<file path="src/rtl/trap_ctrl.sv">
// Machine-mode trap sequencer: walks the mepc/mcause/mstatus CSR write sequence
// for ebreak, ecall, interrupts and mret, then issues a fetch redirect.
module trap_ctrl #(
  parameter int XLEN = 64
) (
  input  logic            clk,
  input  logic            rst,
  input  logic            trap_req,
  input  logic [2:0]      trap_kind,
  input  logic [XLEN-1:0] trap_pc,
  input  logic            irq_ext,
  input  logic            irq_soft,
  input  logic            irq_timer,
  input  logic [XLEN-1:0] mstatus_in,
  input  logic [XLEN-1:0] mie_in,
  input  logic [XLEN-1:0] mtvec_in,
  input  logic [XLEN-1:0] mepc_in,
  output logic            busy,
  output logic            csr_wt_en,
  output logic [11:0]     csr_wt_idx,
  output logic [XLEN-1:0] csr_wt_data,
  output logic            redirect_valid,
  output logic [XLEN-1:0] redirect_pc,
  output logic            trap_done
);

  typedef enum logic [2:0] {
    IDLE     = 3'd0,
    W_EPC    = 3'd1,
    W_CAUSE  = 3'd2,
    W_STATUS = 3'd3,
    REDIRECT = 3'd4
  } state_e;

  state_e            state_q, state_d;
  logic [XLEN-1:0]   pc_q, pc_d;
  logic [3:0]        code_q, code_d;
  logic              irq_q, irq_d;
  logic              mret_q, mret_d;

  logic              busy_q, busy_d;
  logic              wt_en_q, wt_en_d;
  logic [11:0]       wt_idx_q, wt_idx_d;
  logic [XLEN-1:0]   wt_data_q, wt_data_d;
  logic              rv_q, rv_d;
  logic [XLEN-1:0]   rpc_q, rpc_d;
  logic              done_q, done_d;

  logic              irq_take;
  logic [3:0]        irq_code;
  logic [XLEN-1:0]   status_v;
  logic              unused_mie;

  assign unused_mie = ^mie_in;

  // Fixed-priority interrupt pick: external > software > timer.
  always_comb begin
    irq_take = mstatus_in[3] && ((irq_ext && mie_in[11]) || (irq_soft && mie_in[3]) ||
                                 (irq_timer && mie_in[7]));
    if (irq_ext && mie_in[11]) begin
      irq_code = 4'd11;
    end else if (irq_soft && mie_in[3]) begin
      irq_code = 4'd3;
    end else begin
      irq_code = 4'd7;
    end
  end

  always_comb begin
    state_d = state_q;
    pc_d    = pc_q;
    code_d  = code_q;
    irq_d   = irq_q;
    mret_d  = mret_q;
    case (state_q)
      IDLE: begin
        if (trap_req) begin
          case (trap_kind)
            3'b001: begin
              state_d = W_EPC; pc_d = trap_pc; code_d = 4'd3;  irq_d = 1'b0; mret_d = 1'b0;
            end
            3'b010: begin
              state_d = W_EPC; pc_d = trap_pc; code_d = 4'd11; irq_d = 1'b0; mret_d = 1'b0;
            end
            3'b100: begin
              state_d = W_STATUS; irq_d = 1'b0; mret_d = 1'b1;
            end
            default: state_d = IDLE;
          endcase
        end else if (irq_take) begin
          state_d = W_EPC; pc_d = trap_pc; code_d = irq_code; irq_d = 1'b1; mret_d = 1'b0;
        end else begin
          state_d = IDLE;
        end
      end
      W_EPC:    state_d = W_CAUSE;
      W_CAUSE:  state_d = W_STATUS;
      W_STATUS: state_d = REDIRECT;
      REDIRECT: state_d = IDLE;
      default:  state_d = IDLE;
    endcase
  end

  // Outputs are decoded from the state being entered so they register alongside it.
  always_comb begin
    status_v = mstatus_in;
    if (mret_d) begin
      status_v[3] = mstatus_in[7];
      status_v[7] = 1'b1;
    end else begin
      status_v[7]     = mstatus_in[3];
      status_v[3]     = 1'b0;
      status_v[12:11] = 2'b11;
    end

    busy_d    = (state_d != IDLE);
    wt_en_d   = 1'b0;
    wt_idx_d  = 12'h000;
    wt_data_d = '0;
    rv_d      = 1'b0;
    rpc_d     = '0;
    done_d    = 1'b0;
    case (state_d)
      W_EPC: begin
        wt_en_d = 1'b1; wt_idx_d = 12'h341; wt_data_d = pc_d;
      end
      W_CAUSE: begin
        wt_en_d  = 1'b1;
        wt_idx_d = 12'h342;
        wt_data_d = irq_d ? {1'b1, (XLEN-1)'(code_d)} : XLEN'(code_d);
      end
      W_STATUS: begin
        wt_en_d = 1'b1; wt_idx_d = 12'h300; wt_data_d = status_v;
      end
      REDIRECT: begin
        rv_d   = 1'b1;
        done_d = 1'b1;
        if (mret_d) begin
          rpc_d = mepc_in;
        end else if (irq_d && (mtvec_in[1:0] == 2'b01)) begin
          rpc_d = {mtvec_in[XLEN-1:2], 2'b00} + XLEN'({code_d, 2'b00});
        end else begin
          rpc_d = {mtvec_in[XLEN-1:2], 2'b00};
        end
      end
      default: begin
        wt_en_d = 1'b0;
      end
    endcase
  end

  always_ff @(posedge clk) begin
    if (rst) begin
      state_q   <= IDLE;
      pc_q      <= '0;
      code_q    <= 4'd0;
      irq_q     <= 1'b0;
      mret_q    <= 1'b0;
      busy_q    <= 1'b0;
      wt_en_q   <= 1'b0;
      wt_idx_q  <= 12'h000;
      wt_data_q <= '0;
      rv_q      <= 1'b0;
      rpc_q     <= '0;
      done_q    <= 1'b0;
    end else begin
      state_q   <= state_d;
      pc_q      <= pc_d;
      code_q    <= code_d;
      irq_q     <= irq_d;
      mret_q    <= mret_d;
      busy_q    <= busy_d;
      wt_en_q   <= wt_en_d;
      wt_idx_q  <= wt_idx_d;
      wt_data_q <= wt_data_d;
      rv_q      <= rv_d;
      rpc_q     <= rpc_d;
      done_q    <= done_d;
    end
  end

  assign busy           = busy_q;
  assign csr_wt_en      = wt_en_q;
  assign csr_wt_idx     = wt_idx_q;
  assign csr_wt_data    = wt_data_q;
  assign redirect_valid = rv_q;
  assign redirect_pc    = rpc_q;
  assign trap_done      = done_q;

endmodule
</file>
<file path="config.mk">
export PLATFORM = sky130hd
export DESIGN_NAME = trap_ctrl
export DESIGN_NICKNAME = d
export VERILOG_FILES = /design/src/rtl/trap_ctrl.sv
export SDC_FILE = /design/constraint.sdc
export NUM_CORES = 1
export LEC_CHECK = 0
export CAP_MARGIN = 5
export CORE_AREA = 2 2 185 187
export CTS_BUF_LIST = sky130_fd_sc_hd__clkbuf_4 sky130_fd_sc_hd__clkbuf_8 sky130_fd_sc_hd__clkbuf_16
export DETAILED_ROUTE_END_ITERATION = 7
export DIE_AREA = 0 0 187 189
export PLACE_DENSITY_LB_ADDON = 0.1
export SLEW_MARGIN = 25
export SYNTH_ARGS = -nofsm -noshare
export SYNTH_HDL_FRONTEND = slang
export SYNTH_SLANG_ARGS = --single-unit
</file>
<file path="constraint.sdc">
create_clock -name clk -period 3.8 [get_ports clk]
set_clock_uncertainty 0.05 [all_clocks]
set_input_delay 0.76 -clock clk [delete_from_list [all_inputs] [get_ports clk]]
set_output_delay 0.76 -clock clk [all_outputs]
set_load 0.02 [all_outputs]
</file>
; ---- Word-level counts from Yosys, hierarchy flattened
; Index checks and enable logic that the tools add are counted.
[op_classes]
add_sub_neg = 1
eq_ne = 11
n_mux = 32
bitwise_logic = 1
reduce_logical = 13
[ops]
columns = cell, n
row1 = $mux W64, 7
row2 = $pmux W64 S3, 1
row3 = $add A64 B6 Y64, 1
row4 = $pmux W10 S3, 1
row5 = $mux W4, 4
row6 = $eq A3 B2 Y1 const B, 5
row7 = $mux W1, 12
row8 = $pmux W3 S4, 1
row9 = $eq A3 B1 Y1 const B, 3
row10 = $pmux W4 S2, 1
row11 = $eq A3 B3 Y1 const B, 2
row12 = $mux W3, 2
row13 = $reduce_or A3 Y1, 2
row14 = $logic_and A1 B1 Y1, 5
row15 = $pmux W2 S2, 1
row16 = $reduce_or A2 Y1, 2
row17 = $logic_not A3 Y1, 1
row18 = $reduce_bool A3 Y1, 1
row19 = $eq A2 B1 Y1 const B, 1
row20 = $logic_or A1 B1 Y1, 2
row21 = $mux W2, 1
row22 = $pmux W1 S2, 1
row23 = $not A1 Y1, 1
[word_totals]
regBits = 216
output_inout_bits = 144

; ---- Longest topological paths before layout
[depth]
ltp_word = 10
mapped_depth = 14
ltp_nobuf = 13

; ---- Least setup slack after synthesis
; OpenSTA, ideal clock, no wires.
[synth_path]
path_type = in2reg
startpoint = input irq_ext
endpoint = register rpc_q[44] (netlist: redirect_pc[44])
setup_ps = 120
arrival_time_ps = 3722
t_required_ps = 3630
setup_slack_ps = -92
cell_stages = 14
n_path_buf = 1
path_cell_list = a222oi_1 -> or3b_2 -> a21boi_1 -> or2_2 -> ha_1 -> inv_1 -> fa_1 -> nor2b_1 -> o21a_1 -> or2_2 -> clkbuf_1 -> nand4b_1 -> o2111a_1 -> a211o_1
[synth_via]
elab_chain_len = 10
elab_cells_between_ends = 24
cone_classes = add/sub: 1 / eq/ne: 1 / mux: 15 / bitwise: 1 / reduce/logical: 6
[synth_lines]
columns = item, line
row1 = start: declaration, 11  ; input logic irq_ext,
row2 = $logic_and A1 B1 Y1 (*), "58, 60"
row3 = $logic_or A1 B1 Y1 (2 in a row), 58  ; irq_take = mstatus_in[3] && ((irq_ext && mie_in[11]) || (irq_soft && mie_in[3]) ||
row4 = $logic_and A1 B1 Y1, 58
row5 = $mux W4 (*), 90  ; end else if (irq_take) begin
row6 = $mux W4 (*), 77  ; if (trap_req) begin
row7 = $mux W4 (*), 75  ; case (state_q)
row8 = via code_d[0], 37  ; logic [3:0] code_q, code_d;
row9 = $add A64 B6 Y64 (*), 141  ; rpc_d = {mtvec_in[XLEN-1:2], 2'b00} + XLEN'({code_d, 2'b00});
row10 = $mux W64 (*), 140  ; end else if (irq_d && (mtvec_in[1:0] == 2'b01)) begin
row11 = $mux W64 (*), 138  ; if (mret_d) begin
row12 = end signal: assignment, 177  ; rpc_q <= rpc_d;
row13 = end: declaration, 46  ; logic [XLEN-1:0] rpc_q, rpc_d;
; Mark *: on every way through the listed nets, which the timed path passes. The rest lies on a longest branch.
; A chain may end at the register's enable or synchronous reset.

; ---- Worst setup path after layout
[layout_path]
startpoint = input mie_in[11]
endpoint = register rpc_q[47] (netlist: redirect_pc[47])
[layout_via]
elab_chain_len = 10
elab_cells_between_ends = 24
cone_classes = add/sub: 1 / eq/ne: 1 / mux: 15 / bitwise: 1 / reduce/logical: 6
[layout_lines]
columns = item, line
row1 = start: declaration, 15  ; input logic [XLEN-1:0] mie_in,
row2 = $logic_and A1 B1 Y1 (*), "58, 60"
row3 = $logic_or A1 B1 Y1 (2 in a row), 58
row4 = $logic_and A1 B1 Y1, 58
row5 = $mux W4 (*), 90
row6 = $mux W4 (*), 77
row7 = $mux W4 (*), 75
row8 = via code_d[1], 37
row9 = $add A64 B6 Y64 (*), 141
row10 = $mux W64 (*), 140
row11 = $mux W64 (*), 138
; Marks and branches as above.

==> metrics.txt <==
Synth Cell Area=between 6000 and 7000 µm²; hpwl dp=between 20000 and 25000 µm; Slew headroom=44.01%; Cells after Synth=between 800 and 900; worst hold path type=flip-flop to flip-flop; Pwr Density=between 300 and 400 nW/µm²; Power, Total=between 4 and 5 mW; top cells by area, synth=dfxtp_1, nand2_1, a21oi_1; worst-margin pin slew=approximately 0.84 ns; Clock Tree Buf Depth=2; Final Hold Viols=0; Max VDD drop=~300 µV; number of global-route vias before repair=around 7400; core area=roughly 33000 µm²; hold depth=2; number of synthesized flops with an enable pin=0; clk sinks=approximately 140; # rows=67; CP top delay family=simple AND/OR/NAND/NOR gates; Yosys warnings=0; CTS tree=built; share of cells above drive strength 1=around a tenth; max-slew violation count=0; number of I/O port buffers=404; Main synth FF type=dfxtp_1; GR met1 Demand/Resource=between 10% and 20%; Synth async-reset ratio=0%; Buf+Inv Stages, Crit Path=5; Synth top area share=between 40% and 50%; R2R depth=14; CP Class=input port to flip-flop; nets@finish=roughly 1600; largest net degree at the start of global routing=65; CTS buffer count=17; CP Cell Sequence=clkdlybuf4s50_1, a222oi_1, or3b_4, a21boi_4, buf_4, nor2_4, buf_6, inv_1, ha_4, a211oi_2, nor2_2, nor2_2, or4_4, buf_4, xor2_1, a21oi_1; final setup violating endpoints=0; Critical Path Stages=16; Clock transition at path regs=0.06 ns; met3 usage=7.488%; Crit. End Element=flip-flop; CTS H-tree lvls=4; Tot GR Track Use=around 18%; root buf cell=clkbuf_16; area grow syn2layout=88.00%; Die H=about 190 µm; status=completed; routability cong.=about 0.84; Vias per Instance=about 4.3; # fillers=between 3000 and 4000; sequential fraction of the synthesis area=44.15%; cell accounting for the most synthesized area=dfxtp_1; initial antenna violation count=7; Fmax=~0.27 GHz; FF+latch count, synth=about 140; Worst-Skew Late Latency=approximately 0.44 ns; remaining antenna violation count=0; Max Cap Violations=0; internal reg-to-reg setup slack=just under 0.9 ns; drt wl/cell=roughly 19 µm; GRT met2 Usage=between 30% and 40%; slowest cell delay on critical path=between 0.5 and 0.6 ns; Yosys cell types=between 50 and 60; Chip Width=~190 µm; Crit path arrival time=between 3 and 4 ns; first-pass GRT wire length=approximately 47000 µm; Avg Cell Area, Syn=~8 µm²; # DRC=0; via count=7248; Period minus WS final=roughly 3.7 ns; Starting Density=between 10% and 20%; fin util=36.63%; GRT overflow=0; P_leak=around 4.3 nW; I/O pin cnt=between 400 and 500; Crit-path slowest cell=or4_4; final WL=roughly 32000 µm; Top Usage Layer GRT=met2; die area=35340 µm²; period utilization=97.29%; initial DRC count=approximately 270; drt pass-1 iters=4; CP required=a little over 4 ns; startpoint class of the critical path=input port; crit-path max FO=3
-- path summary, 6_finish.rpt --
kind,endpoint,from
min,csr_wt_data[3],code_q[3]
min reg2reg,csr_wt_data[3],code_q[3]
max reg2reg,redirect_pc[34],state_q[0]
max,redirect_pc[47],mie_in[11]
-- synth_stat cells, types with 6 or more instances --
master / number
xor2_1: 16
nand3_1: 25
o21ai_0: 66
xnor2_1: 42
buf_2: 11
clkbuf_1: 33
inv_1: 13
nor2_1: 27
nand4_1: 18
buf_1: 6
nor4b_1: 6
a21oi_1: 77
buf_4: 10
nor2b_1: 6
nand2_1: 192
and3_1: 7
nor4_1: 20
nor3_1: 22
dfxtp_1: 143
-- worst min-delay path, delay by kind of cell (launching register included) --
family	cells	cell delay (ns)
DFF	1	0.32
and+or+nand+nor	1	0.07
AOI/OAI and AO/OA	1	0.06
-- flip-flops by register name, indices dropped and copies added (netlist names) --
register	count
irq_q	1
redirect_pc	64
trap_done	1
csr_wt_data	64
busy	1
mret_q	1
state_q	3
code_q	4
csr_wt_idx	4
-- power breakdown --
part,switching [mW],internal [mW],leakage [nW]
combinational,0.574,0.615,2.82
clock,0.700,1.05,0.297
sequential,0.0296,1.58,1.16
-- cell usage in the layout, fill, tap and decap left out, drive strengths merged, types with 24 or more instances in the layout --
cell             n
clkdlybuf4s50  403
nand2          192
dfxtp          143
a21oi           77
o21ai           66
buf             57
xnor2           42
nor2            27
nand3           25
nor3            24
-- stage by stage --
step	instances	worst slack, ns	setup TNS [ns]	hold WS [ns]	cell area, µm²
global placement	1663	-0.5400	-23.17	0.4292	11420
finish	1701	0.1029	0	0.4456	12190
CTS	1694	0.01206	0	0.4491	12040
global route	1698	-0.008870	-0.01217	0.4823	12180
detailed placement	1663	-0.5425	-24.04	0.4376	11420
floorplan	817	0.06286	0	0.3939	6511
-- area by class of cell --
class	instances	area [µm²]	area share, %
Clock inverter	8	103.9	0.8520
Inverter	13	48.80	0.4003
Timing Repair Buffer	461	4594	37.69
Antenna cell	4	10.01	0.08212
Clock buffer	23	495.5	4.065
Tap cell	448	560.5	4.599
Sequential cell	143	2863	23.49
Multi-Input combinational cell	601	3513	28.82
-- per-layer routing --
metal	vias to the layer above	part of all wire [%]
met5	-	0.041
met4	2	1.4
met3	32	9.2
met2	289	50
met1	3285	40
li1	3640	-
-- timing repair --
| item | CTS | global route |
|---|---|---|
| hold buffers | 0 | 0 |
| pin swaps | 3 | 9 |
| gates cloned | 0 | 0 |
| setup buffers | 0 | 3 |
| gates resized for setup | 4 | 22 |
| endpoints found under the setup margin | 16 | 43 |
-- kinds of logic after synthesis --
logic type | share of synthesized area [%]
muxes | 0.1737
AOI/OAI and AO/OA | 15.28
and+or+nand+nor | 26.40
adders and majority gates | 1.081
DFF | 44.15
other | 0.05784
xor gates and xnor gates | 7.835
buffers and inverters | 5.017
(Power assumes the default switching activity.)
